## src/rtl/bus_rr_fabric_pkg.sv

```systemverilog
// Shared defaults and helpers for the round-robin bus fabric.
package bus_rr_fabric_pkg;

   localparam int DEF_WIDTH = 8;
   localparam int DEF_NSRC  = 4;
   localparam int DEF_NDST  = 4;

   // Index width for n items; never narrower than one bit.
   function automatic int idx_w(input int n);
      return (n <= 2) ? 1 : $clog2(n);
   endfunction

endpackage

```

## src/rtl/bus_rr_fabric_rr_arbiter.sv

```systemverilog
// Round-robin arbiter: one-hot grant to the first eligible index at or after
// the pointer, wrapping; the pointer moves to just past the winner.
module rr_arbiter
   import bus_rr_fabric_pkg::*;
#(
   parameter int N = 4
) (
   input  logic         clk,
   input  logic         rst,
   input  logic [N-1:0] elig,
   output logic [N-1:0] gnt
);

   localparam int PW = idx_w(N);

   logic [PW-1:0] ptr_q, ptr_d;
   logic          found;

   // Search ptr..N-1 first, then 0..ptr-1, so the scan order wraps at N.
   always_comb begin
      gnt   = '0;
      ptr_d = ptr_q;
      found = 1'b0;
      for (int i = 0; i < N; i++) begin
         if (!found && elig[i] && (i >= int'(ptr_q))) begin
            found  = 1'b1;
            gnt[i] = 1'b1;
            ptr_d  = PW'((i + 1) % N);
         end
      end
      for (int i = 0; i < N; i++) begin
         if (!found && elig[i] && (i < int'(ptr_q))) begin
            found  = 1'b1;
            gnt[i] = 1'b1;
            ptr_d  = PW'((i + 1) % N);
         end
      end
   end

   // Pointer register; holds when nothing is granted.
   always_ff @(posedge clk) begin
      if (rst) ptr_q <= '0;
      else     ptr_q <= ptr_d;
   end

endmodule

```

## src/rtl/bus_rr_fabric.sv

```systemverilog
// Shared data bus: NSRC sources contend through a round-robin arbiter; the
// winning word is registered onto the bus with a one-hot destination strobe.
module bus_rr_fabric
   import bus_rr_fabric_pkg::*;
#(
   parameter int WIDTH = DEF_WIDTH,
   parameter int NSRC  = DEF_NSRC,
   parameter int NDST  = DEF_NDST,
   parameter int DSELW = idx_w(NDST)
) (
   input  logic                  clk,
   input  logic                  rst,
   input  logic [NSRC-1:0]       src_req,
   input  logic [NSRC*DSELW-1:0] src_dst,
   input  logic [NSRC*WIDTH-1:0] src_data,
   output logic [NSRC-1:0]       src_ack,
   input  logic [NDST-1:0]       dst_rdy,
   output logic [WIDTH-1:0]      bus_data,
   output logic [NDST-1:0]       dst_vld,
   output logic                  busy
);

   // Handshake: src_ack[i] is a combinational grant; the source's word is
   // taken in that cycle and appears on the bus for exactly the next cycle.

   logic [NSRC-1:0]  elig;
   logic [NSRC-1:0]  gnt;
   logic [WIDTH-1:0] bus_data_q, bus_data_d;
   logic [NDST-1:0]  dst_vld_q, dst_vld_d;
   logic             busy_q, busy_d;

   // Eligible when requesting a ready, in-range destination; nothing during reset.
   // Matching against each legal index makes out-of-range selects never eligible.
   always_comb begin
      elig = '0;
      for (int i = 0; i < NSRC; i++) begin
         for (int d = 0; d < NDST; d++) begin
            if (!rst && src_req[i] && dst_rdy[d] &&
                (src_dst[i*DSELW +: DSELW] == DSELW'(d)))
               elig[i] = 1'b1;
         end
      end
   end

   rr_arbiter #(.N(NSRC)) u_arb (
      .clk  (clk),
      .rst  (rst),
      .elig (elig),
      .gnt  (gnt)
   );

   assign src_ack = gnt;

   // Select the granted word and destination for the output register.
   always_comb begin
      bus_data_d = bus_data_q;
      dst_vld_d  = '0;
      busy_d     = 1'b0;
      for (int i = 0; i < NSRC; i++) begin
         if (gnt[i]) begin
            bus_data_d = src_data[i*WIDTH +: WIDTH];
            busy_d     = 1'b1;
            for (int d = 0; d < NDST; d++)
               dst_vld_d[d] = (src_dst[i*DSELW +: DSELW] == DSELW'(d));
         end
      end
   end

   // Output register stage; reset drops any word captured in flight.
   always_ff @(posedge clk) begin
      if (rst) begin
         bus_data_q <= '0;
         dst_vld_q  <= '0;
         busy_q     <= 1'b0;
      end else begin
         bus_data_q <= bus_data_d;
         dst_vld_q  <= dst_vld_d;
         busy_q     <= busy_d;
      end
   end

   assign bus_data = bus_data_q;
   assign dst_vld  = dst_vld_q;
   assign busy     = busy_q;

endmodule

```

## config.mk

```make
export PLATFORM = sky130hd
export DESIGN_NAME = bus_rr_fabric
export DESIGN_NICKNAME = d
export VERILOG_FILES = /design/src/rtl/bus_rr_fabric_pkg.sv /design/src/rtl/bus_rr_fabric_rr_arbiter.sv /design/src/rtl/bus_rr_fabric.sv
export SDC_FILE = /design/constraint.sdc
export NUM_CORES = 1
export LEC_CHECK = 0
export CAP_MARGIN = 15
export CORE_ASPECT_RATIO = 0.7
export CORE_MARGIN = 10
export CORE_UTILIZATION = 38
export CTS_CLUSTER_SIZE = 10
export DETAILED_ROUTE_END_ITERATION = 8
export GPL_TIMING_DRIVEN = 0
export PLACE_DENSITY = 0.8
export SLEW_MARGIN = 20
export SYNTH_ARGS = -nofsm -noshare
export SYNTH_HDL_FRONTEND = slang
export SYNTH_SLANG_ARGS = --single-unit
```

## constraint.sdc

```tcl
create_clock -name clk -period 3.3 [get_ports clk]
set_clock_uncertainty 0.05 [all_clocks]
set_input_delay 0.66 -clock clk [delete_from_list [all_inputs] [get_ports clk]]
set_output_delay 0.66 -clock clk [all_outputs]
set_load 0.02 [all_outputs]
```

==> metrics.csv, run 1 <==
stage,metric,value,unit
die,die_area,5680,µm²
synthesis,flip_flop_and_latch_count_after_synthesis,15,
setup_path,r2r_cells,9,
clock_tree,clk_latency,0.25,ns
synthesis,synth_enable_flop_cells,0,
placement,dp.cells,246,
synthesis,synth_async_sr_flop_share,0,%
setup_path,setup_crit_start_kind,input pin,
synthesis,netlist_instances,144,
synthesis,combinational_family_with_the_most_area_after_synthesis,compound AO/OA/AOI/OAI gates,
drt,antenna_violating_nets_post_route,0,
final_layout,fillers,215,
drt,route.final.wire_length,4.80,mm
setup_path,critical_path_arrival,2.59,ns
drt,drc_errors,0,
placement,placement.io_buffers,66,
run_status,run_status,"finished, final reports clean",
final_layout,final_nets,270,
clock_tree,cts_made_buffers,3,
timing,achievable-frequency,303,MHz
timing,max_slew.worst_pin.slew,0.500,ns
power_and_ir_drop,static_power_due_to_leakage,0.754,nW
die,num_io_pins,67,
final_layout,area.growth.synth_to_final,72.9,%
drt,route.detailed.vias_per_inst,5.77,
drt,routedWlPerCell,18.8,µm
synthesis,yosysWarningCount,0,
synthesis,yosysTopAreaCellShare,26.0,%
final_layout,finalNonFillerCells,255,
global_route,grt_start_max_net_pins,14,
timing,timing.final.max_slew_violations,0,
synthesis,post_synthesis_adder_cell_area_fraction,0,%
min_path,hold_path.class,reg -> reg,
clock_tree,max-clock-path-buffers,2,
global_route,grt_first_pass_wirelength,7.76,mm
die,fp-row-count,16,
drt,route.vias.total,1472,
timing,hold_viol,0,
final_layout,final_util,70.2,%
final_layout,layout-drive-gt1-share,18.7,%
placement,place.gp.congestion,0.887,
clock_tree,clkSlewWorstSetupHoldPaths,0.06,ns
die,die_w,85.9,µm
setup_path,path_class,in -> out,
clock_tree,numClockSinks,15,
min_path,holdPathStages,2,
setup_path,cp_data_required_time,2.59,ns
synthesis,yosys.area.top_type,sky130_fd_sc_hd__dfxtp_1,
final_layout,finish.instance_area,2000,µm²
global_route,global_route_usage_sum,16.7,%
global_route,grt-ovfl-total,0,
synthesis,synthesis.area_per_instance,8.02,µm²
clock_tree,htreeDepth,1,
drt,drt_first_pass_iters,4,
setup_path,timing.critical_path.to_type,output port,
synthesis,area_fraction_in_compound_gates_after_synthesis,34.8,%
power_and_ir_drop,ir_worst_vdd,226,µV
synthesis,synth.most_common_cell,sky130_fd_sc_hd__nor2_1,
synthesis,synth_simple_gate_area_share,25.6,%
clock_tree,cts_tree,yes,
synthesis,seq_area_frac_synth,26.0,%
die,fp.dieH,66.1,µm
synthesis,post_synth_num_cell_types,39,
timing,grt_setup_unrepaired,true,
drt,drt-initial-drc-count,110,
synthesis,netlist_area,1150,µm²
timing,post-route-period-util,100,%
timing,period_needed,3.30,ns
synthesis,synth.area.top_cells,"sky130_fd_sc_hd__dfxtp_1 26%, sky130_fd_sc_hd__mux4_2 7.8%, sky130_fd_sc_hd__a22oi_1 7.2%",
placement,postPlaceCellArea,1860,µm²
synthesis,top_cell_types_by_occurrence_after_synthesis,"18 x sky130_fd_sc_hd__nor2_1, 15 x sky130_fd_sc_hd__dfxtp_1, 11 x sky130_fd_sc_hd__a22oi_1, 10 x sky130_fd_sc_hd__nand2_1, 9 x sky130_fd_sc_hd__a21oi_1",
power_and_ir_drop,power.density,358,nW/µm²
job,max_cap_violations,0,
placement,dp_hpwl,3.78,mm
clock_tree,cts_root_buffer,sky130_fd_sc_hd__clkbuf_8,
timing,worst_slew_margin_rel,66.7,%
synthesis,synth.area.mux_share,7.80,%
setup_path,path_max_fanout,4,
die,coreArea,2840,µm²
die,initial_core_util,40.6,%
synthesis,dominantRegCellSynth,sky130_fd_sc_hd__dfxtp_1,
timing,setup_viol,0,
synthesis,syn_nets,194,
power_and_ir_drop,power.total,0.000715,W
final_layout,n_antenna_cell,0,
global_route,first_global_vias,1482,
synthesis,synth_xor_xnor_area_share,0,%
global_route,antenna_violations_before_repair,0,
placed cells by master, fill, tap and decap left out, types with 5 or more instances in the layout:
master and count:
sky130_fd_sc_hd__clkdlybuf4s50_1 50, sky130_fd_sc_hd__nor2_1 18, sky130_fd_sc_hd__dfxtp_1 15, sky130_fd_sc_hd__a22oi_1 10, sky130_fd_sc_hd__nor3b_1 8, sky130_fd_sc_hd__a211oi_1 8, sky130_fd_sc_hd__dlygate4sd2_1 8, sky130_fd_sc_hd__nand2_1 7
sky130_fd_sc_hd__a21oi_1 7, sky130_fd_sc_hd__buf_4 6, sky130_fd_sc_hd__or3_1 5
logic make-up (layout without fill, tap and decap cells):
group / count (synthesis) / count (layout)
AOI/OAI and AO/OA: 54 / 54
and+or+nand+nor: 57 / 57
buffers and inverters: 14 / 89
muxes: 4 / 4
DFF: 15 / 15
path summary, 6_finish.rpt:
| kind | startpoint | end | slack (ns) |
|---|---|---|---|
| worst max-delay path | dst_rdy[3] | src_ack[1] | 0.0006 |
| worst min register to register | bus_data[4]$_SDFFE_PP0P_ | bus_data[4]$_SDFFE_PP0P_ | 0.43 |
| worst max register to register | u_arb.ptr_q[0]$_SDFFE_PP0P_ | dst_vld[2]$_SDFF_PP0_ | 1.00 |
| worst min-delay path | bus_data[4]$_SDFFE_PP0P_ | bus_data[4]$_SDFFE_PP0P_ | 0.43 |
flip-flops by register name, indices dropped and copies added (netlist names):
register     cells
dst_vld          4
u_arb.ptr_q      2
bus_data         8
busy             1
timing repair:
action,in CTS,in global routing
gates resized for setup,38,15
pin swaps,2,2
hold buffers,0,0
endpoints found under the setup margin,4,4
buffers inserted,5,1
power by group:
group | internal [W] | switching (W)
clock network | 0.0000855 | 0.0000645
registers | 0.000212 | 0.0000182
logic | 0.000171 | 0.000163
total | 0.000469 | 0.000246
routing by layer:
layer | vias up | global-route usage [%] | wire, µm
li1 | 706 | - | -
met1 | 706 | 19.8 | 1820
met2 | 56 | 28.5 | 2560
met3 | 4 | 6.90 | 398
met4 | 0 | 1.23 | 21
met5 | - | 0 | 0
cell type report:
cell class | instances | area (µm²) | share of cell area [%]
sequential | 15 | 300 | 15.0
buffer | 5 | 33.8 | 1.69
clock buffer | 4 | 45.0 | 2.26
tap | 36 | 45.0 | 2.26
inverter | 8 | 37.5 | 1.88
timing repair buffer | 72 | 689 | 34.5
multi-input combinational | 115 | 846 | 42.4
worst max-delay path: stages:
cell	delay (ns)
sky130_fd_sc_hd__dlygate4sd2_1	0.26
sky130_fd_sc_hd__mux4_2	0.51
sky130_fd_sc_hd__and3_4	0.20
sky130_fd_sc_hd__a311o_1	0.30
sky130_fd_sc_hd__buf_6	0.13
sky130_fd_sc_hd__or2_4	0.22
sky130_fd_sc_hd__buf_6	0.12
sky130_fd_sc_hd__inv_4	0.06
sky130_fd_sc_hd__buf_6	0.12
metrics by stage:
step                TNS (ns)  hold slack (ns)  worst slack (ns)
floorplan                  0            0.523             0.270
global placement       -5.08            0.413             -1.16
detailed placement     -5.28            0.424             -1.15
CTS                        0            0.439          0.000856
global route         -0.0754            0.460           -0.0605
finish                     0            0.434          0.000565
(Power assumes the default switching activity.)
==> inputs of run 2 (changes only) <==
--- a/config.mk
+++ b/config.mk
@@ -8,11 +8,12 @@
 export CAP_MARGIN = 15
 export CORE_ASPECT_RATIO = 0.7
 export CORE_MARGIN = 10
-export CORE_UTILIZATION = 38
+export CORE_UTILIZATION = 41
 export CTS_CLUSTER_SIZE = 10
 export DETAILED_ROUTE_END_ITERATION = 8
 export GPL_TIMING_DRIVEN = 0
-export PLACE_DENSITY = 0.8
+export PLACE_DENSITY = 0.86
+export REMOVE_ABC_BUFFERS = 1
 export SLEW_MARGIN = 20
 export SYNTH_ARGS = -nofsm -noshare
 export SYNTH_HDL_FRONTEND = slang
==> constraint.sdc (replaced) <==
create_clock -name clk -period 4.2 [get_ports clk]
set_clock_uncertainty 0.05 [all_clocks]
set_input_delay 0.84 -clock clk [delete_from_list [all_inputs] [get_ports clk]]
set_output_delay 0.84 -clock clk [all_outputs]
set_load 0.02 [all_outputs]
==> run 2 against run 1 <==
  * Core utilization shrank 1.6 points
  * Count of clock-buffer cells in the layout is the same
  * Highest routed layer unchanged
  * Die area shrank 5.4%
  * Cell area shrank 5.8%
  * Wire length shrank 8.0%
  * Largest power group unchanged
  * Clock power shrank 19%
  * Hold slack lost 0.0031 ns
  * Flip-flop and latch count is the same
  * Global-route usage shrank 0.87 points
  * Cell count shrank 4.3%
  * First-iteration DRC count grew 23%
==> metrics.csv, run 2 (synthesis results as in run 1) <==
stage,metric,value,unit,change
run_status,run_status,"finished, final reports clean",,
timing,post-route-period-util,98.2,%,
final_layout,mostFrequentLayoutCells,"59 x sky130_fd_sc_hd__clkdlybuf4s50_1, 18 x sky130_fd_sc_hd__nor2_1, 15 x sky130_fd_sc_hd__dfxtp_1",,
final_layout,flip_flop_count_of_the_largest_register_after_layout,8,,unchanged
final_layout,n_antenna_cell,0,,unchanged
power_and_ir_drop,static_power_due_to_leakage,0.676,nW,-10%
setup_path,path_max_fanout,11,,+7
drt,drc_errors,0,,unchanged
setup_path,ff2ff_setup_slack,2.04,ns,+1.04 ns
min_path,timing.hold.worst.start,bus_data[3]$_SDFFE_PP0P_,,
die,fp.dieH,64.4,µm,-2.6%
die,fp-row-count,16,,unchanged
final_layout,commonest_non_fill_non_tap_cell_in_the_layout,sky130_fd_sc_hd__clkdlybuf4s50_1,,
setup_path,r2r-end,dst_vld[0]$_SDFF_PP0_,,
global_route,grt_start_max_net_pins,16,,+2
final_layout,area.growth.synth_to_final,62.9,%,
power_and_ir_drop,ir_worst_vdd,174,µV,-23%
min_path,hold_path.class,reg -> reg,,
drt,route.met2.wl,2.03,mm,-21%
drt,antenna_violating_nets_post_route,0,,unchanged
final_layout,final_util,68.6,%,-1.6 points
drt,drt-initial-drc-count,135,,+23%
timing,worst_slew_margin_rel,65.1,%,-1.5 points
drt,wl_met1,1.99,mm,+9.5%
drt,wl_met3,360,µm,-9.5%
drt,routedWlPerCell,18.1,µm,-3.8%
drt,route.final.wire_length,4.42,mm,-8.0%
clock_tree,cts_tree,yes,,
final_layout,final_nets,259,,-4.1%
final_layout,layout-drive-gt1-share,10.6,%,-8.1 points
clock_tree,htreeDepth,1,,unchanged
setup_path,timing.critical_path.to_type,output port,,
global_route,grt-ovfl-total,0,,unchanged
final_layout,finish.instance_area,1880,µm²,-5.8%
timing,max_slew.worst_pin.slew,0.522,ns,+0.0224 ns
power_and_ir_drop,power.density,292,nW/µm²,-18%
drt,dr.max_layer_used,met4,,
placement,dp_hpwl,3.46,mm,-8.4%
placement,postPlaceCellArea,1820,µm²,-2.0%
global_route,global_route_usage_sum,15.8,%,-0.87 points
clock_tree,max-clock-path-buffers,2,,unchanged
setup_path,cp_data_required_time,3.31,ns,+0.72 ns
placement,placement.io_buffers,66,,unchanged
setup_path,reg2reg_from,u_arb.ptr_q[0]$_SDFFE_PP0P_,,
min_path,whs_endpoint,bus_data[3]$_SDFFE_PP0P_,,
timing,setup_viol,0,,unchanged
setup_path,r2r_cells,6,,-3
clock_tree,clk_latency,0.25,ns,about the same
global_route,antenna_violations_before_repair,0,,unchanged
clock_tree,clkSlewWorstSetupHoldPaths,0.06,ns,about the same
die,coreArea,2740,µm²,-3.5%
drt,drt_first_pass_iters,5,,+1
setup_path,path_class,in -> out,,
job,max_cap_violations,0,,unchanged
final_layout,multi_input_area,802,µm²,-5.2%
timing,hold_viol,0,,unchanged
setup_path,setup_crit_start_kind,input pin,,
final_layout,fillers,205,,-4.7%
clock_tree,cts_root_buffer,sky130_fd_sc_hd__clkbuf_8,,
drt,route.vias.total,1415,,-3.9%
setup_path,critical_path_arrival,3.23,ns,+0.64 ns
timing,timing.final.max_slew_violations,0,,unchanged
global_route,first_global_vias,1416,,-4.5%
placement,dp.cells,240,,-2.4%
die,num_io_pins,67,,unchanged
die,die_w,83.4,µm,-2.9%
timing,achievable-frequency,242,MHz,
min_path,holdPathStages,2,,unchanged
final_layout,area.sequential,300,µm²,unchanged
die,initial_core_util,42.1,%,+1.5 points
clock_tree,numClockSinks,15,,unchanged
placement,place.gp.congestion,0.854,,-3.8%
global_route,grt_first_pass_wirelength,7.22,mm,-6.9%
timing,grt_setup_unrepaired,false,,
drt,route.detailed.vias_per_inst,5.80,,+0.46%
die,die_area,5370,µm²,-5.4%
final_layout,finalNonFillerCells,244,,-4.3%
timing,fin_tns_setup,0,ns,unchanged
clock_tree,cts_made_buffers,3,,unchanged
timing,period_needed,4.12,ns,
[run 2: power breakdown]
part           internal (W)  leakage (nW)  switching, W
registers          0.000167         0.125     0.0000150
clock network     0.0000673        0.0228     0.0000541
logic              0.000127         0.529      0.000120
[run 2: what timing repair did]
| item | in CTS | in global routing |
|---|---|---|
| hold buffers | 0 | 0 |
| setup buffers | 0 | 0 |
| gates resized for setup | 16 | 3 |
| endpoints found under the hold margin | 0 | 0 |
| pin swaps | 0 | 0 |
| endpoints found under the setup margin | 4 | 3 |
[run 2: layout make-up]
cell class / count / area share, %
well taps: 36 / 2.39
inverters: 8 / 1.86
repair buffers: 66 / 34.8
clock buffers: 4 / 2.39
multi-input cells: 115 / 42.6
flip-flops and latches: 15 / 16.0
[run 2: how the worst max path moves through the flow]
stage	end	cells past startpoint	start	slack [ns]
3_3_place_gp	src_ack[1]	7	src_dst[5]	-0.56
4_1_cts	src_ack[1]	7	dst_rdy[3]	0.09
6_report	src_ack[1]	7	dst_rdy[0]	0.08
2_1_floorplan	src_ack[1]	5	src_dst[5]	0.83
3_5_place_dp	src_ack[1]	7	src_dst[5]	-0.56
5_1_grt	src_ack[2]	7	src_dst[7]	0.008
[run 2: routing by layer]
metal	track usage [%]	vias up
met4	3.75	0
met1	19.9	667
met2	25.3	57
met3	5.57	5
met5	0	-
li1	-	686
[run 2: through the flow]
step / hold slack, ns / worst slack [ns] / total power (W)
after floorplan: 0.516 / 0.827 / 0.000303
after global placement: 0.414 / -0.556 / 0.000424
after detailed placement: 0.413 / -0.561 / 0.000429
after CTS: 0.431 / 0.0863 / 0.000549
after global routing: 0.463 / 0.00820 / 0.000581
final: 0.431 / 0.0756 / 0.000550
[run 2: critical path, stage by stage]
cell and delay (ns):
sky130_fd_sc_hd__clkdlybuf4s50_1 0.46, sky130_fd_sc_hd__mux4_2 0.52, sky130_fd_sc_hd__and2_4 0.20, sky130_fd_sc_hd__a311o_2 0.48
sky130_fd_sc_hd__or2_4 0.34, sky130_fd_sc_hd__inv_2 0.11, sky130_fd_sc_hd__clkdlybuf4s15_2 0.27
==> RTL edit, RTL diff (config.mk and constraints of run 1) <==
Change the package constant `DEF_WIDTH` from 8 to 12.
--- a/src/rtl/bus_rr_fabric_pkg.sv
+++ b/src/rtl/bus_rr_fabric_pkg.sv
@@ -2,5 +2,5 @@
 package bus_rr_fabric_pkg;
 
-   localparam int DEF_WIDTH = 8;
+   localparam int DEF_WIDTH = 12;
    localparam int DEF_NSRC  = 4;
    localparam int DEF_NDST  = 4;
Interface: changed (resized bus_data and src_data); port bits go from 67 to 87. No check against the original RTL was run, so the function may have changed too.
==> RTL edit against run 1 <==
Final area is 41% higher. Register-to-register slack worse by 60 ps. Sequential power up 26%. Sequential cell count is 4 higher. Worst setup slack better by 55 ps. Global-route usage up 0.72 points. Total power increased by 34%. Synthesized area grew 42%. Wire length rose by 46%. Critical path type unchanged.
==> RTL edit: results (changes against run 1) <==
| Metric | Value |
|---|---|
| Outcome | `finished, final reports clean` |
| Setup crit start | `dst_rdy[0]` |
| M2 GR Usage | `28.79% (+0.27 points)` |
| Placed cell area | `2541 µm² (+37%)` |
| Final nets | `373 (+38%)` |
| Max FFs per register | `12 (+4)` |
| Routed length per instance | `19.58 µm (+4.0%)` |
| Routing usage on met1 | `21.92% (+2.1 points)` |
| Synth cell types | `41 (+5.1%)` |
| YS warnings | `0 (unchanged)` |
| Global-route met3 utilization | `5.210% (-1.7 points)` |
| Leakage | `0.001066 µW (+41%)` |
| H-tree depth | `1 (unchanged)` |
| Reg2Reg Setup Slack | `940 ps (-60 ps)` |
| CTS-repair resized insts | `31 (-18%)` |
| Top post-synthesis cells by count | `a21oi_1 (19), dfxtp_1 (19), inv_1 (19)` |
| Vias | `2,059 (+40%)` |
| Async set-reset flop share out of synthesis | `0% (unchanged)` |
| R2r startpoint | `u_arb.ptr_q[1]` |
| Final HPWL DP | `5.243 mm (+39%)` |
| Routability cong. | `0.8468 (-4.6%)` |
| WL met3 | `485 µm (+22%)` |
| Met1 Wirelength | `2.999 mm (+65%)` |
| Worst Hold Path EP | `bus_data[11]` |
| Slowest stage delay, CP | `510 ps (about the same)` |
| Reg clk slew, reported paths | `70 ps` |
| Sequential area share after synthesis | `23.12% (-2.9 points)` |
| Final Cycle Share | `98.33% (-1.7 points)` |
| Arrival @ worst endpoint | `2530 ps (-60 ps)` |
| GRT Overall Usage | `17.39% (+0.72 points)` |
| Layout cells sized above 1 | `20.26% (+1.5 points)` |
| Largest net degree at the start of global routing | `19 (+5)` |
| DR iter-0 viols | `171 (+55%)` |
| Slew @ Worst Pin | `555.9 ps (+56.38 ps)` |
| Worst VDD drop | `0.2541 mV (+12%)` |
| Fin cells | `358 (+40%)` |
| Largest cells by area after synthesis | `dfxtp_1 (23%), a211oi_1 (6.4%), a22oi_1 (6.4%), o211ai_1 (5.9%), a21oi_1 (5.8%)` |
| Met2 wire len | `3.478 mm (+36%)` |
| Hold Startpoint | `bus_data[11]` |
| Post-CTS setup buffer count | `14 (+9)` |
| Syn nets | `267 (+38%)` |
| Crit Reg-Reg Endpoint | `bus_data[9]` |
| Hold Worst Slack | `537.0 ps (+103.2 ps)` |
| Port buffer count | `83 (+26%)` |
| First-pass GRT wire length | `10.48 mm (+35%)` |
| Number of global-route vias before repair | `1,952 (+32%)` |
| Post-place setup slack | `-932.4 ps (+215.3 ps)` |
| CP Max Fanout | `4 (unchanged)` |
| DP Cell Count | `336 (+37%)` |
| Mapped Cells | `201 (+40%)` |
| CP Capture Point | `src_ack[3]` |
## RTL edit: power by group
part           total [µW]  switching (µW)  internal (µW)
sequential            292            26.2            266
combinational         488             238            250
clock                 178            92.5           85.6
total                 958             357            602
## RTL edit: worst max-delay path, delay by kind of cell
family	cells	cell delay, ps
AOI/OAI and AO/OA	2	330
buffers and inverters	3	770
muxes	1	510
and+or+nand+nor	1	260
## RTL edit: area by class of cell
| cell class | count | area [µm²] |
|---|---|---|
| clock buffers | 3 | 41.29 |
| well taps | 52 | 65.06 |
| inverters | 21 | 83.83 |
| repair buffers | 104 | 1003 |
| fillers | 334 | 1221 |
| plain buffers | 17 | 98.84 |
| flip-flops and latches | 19 | 380.4 |
| clock inverters | 1 | 7.507 |
| multi-input cells | 141 | 1140 |
## RTL edit: cells by family after synthesis
logic type      synth area share (%)
flops                          23.12
simple gates                   10.19
mux                            5.019
compound gates                 50.57
buf+inv                        11.10
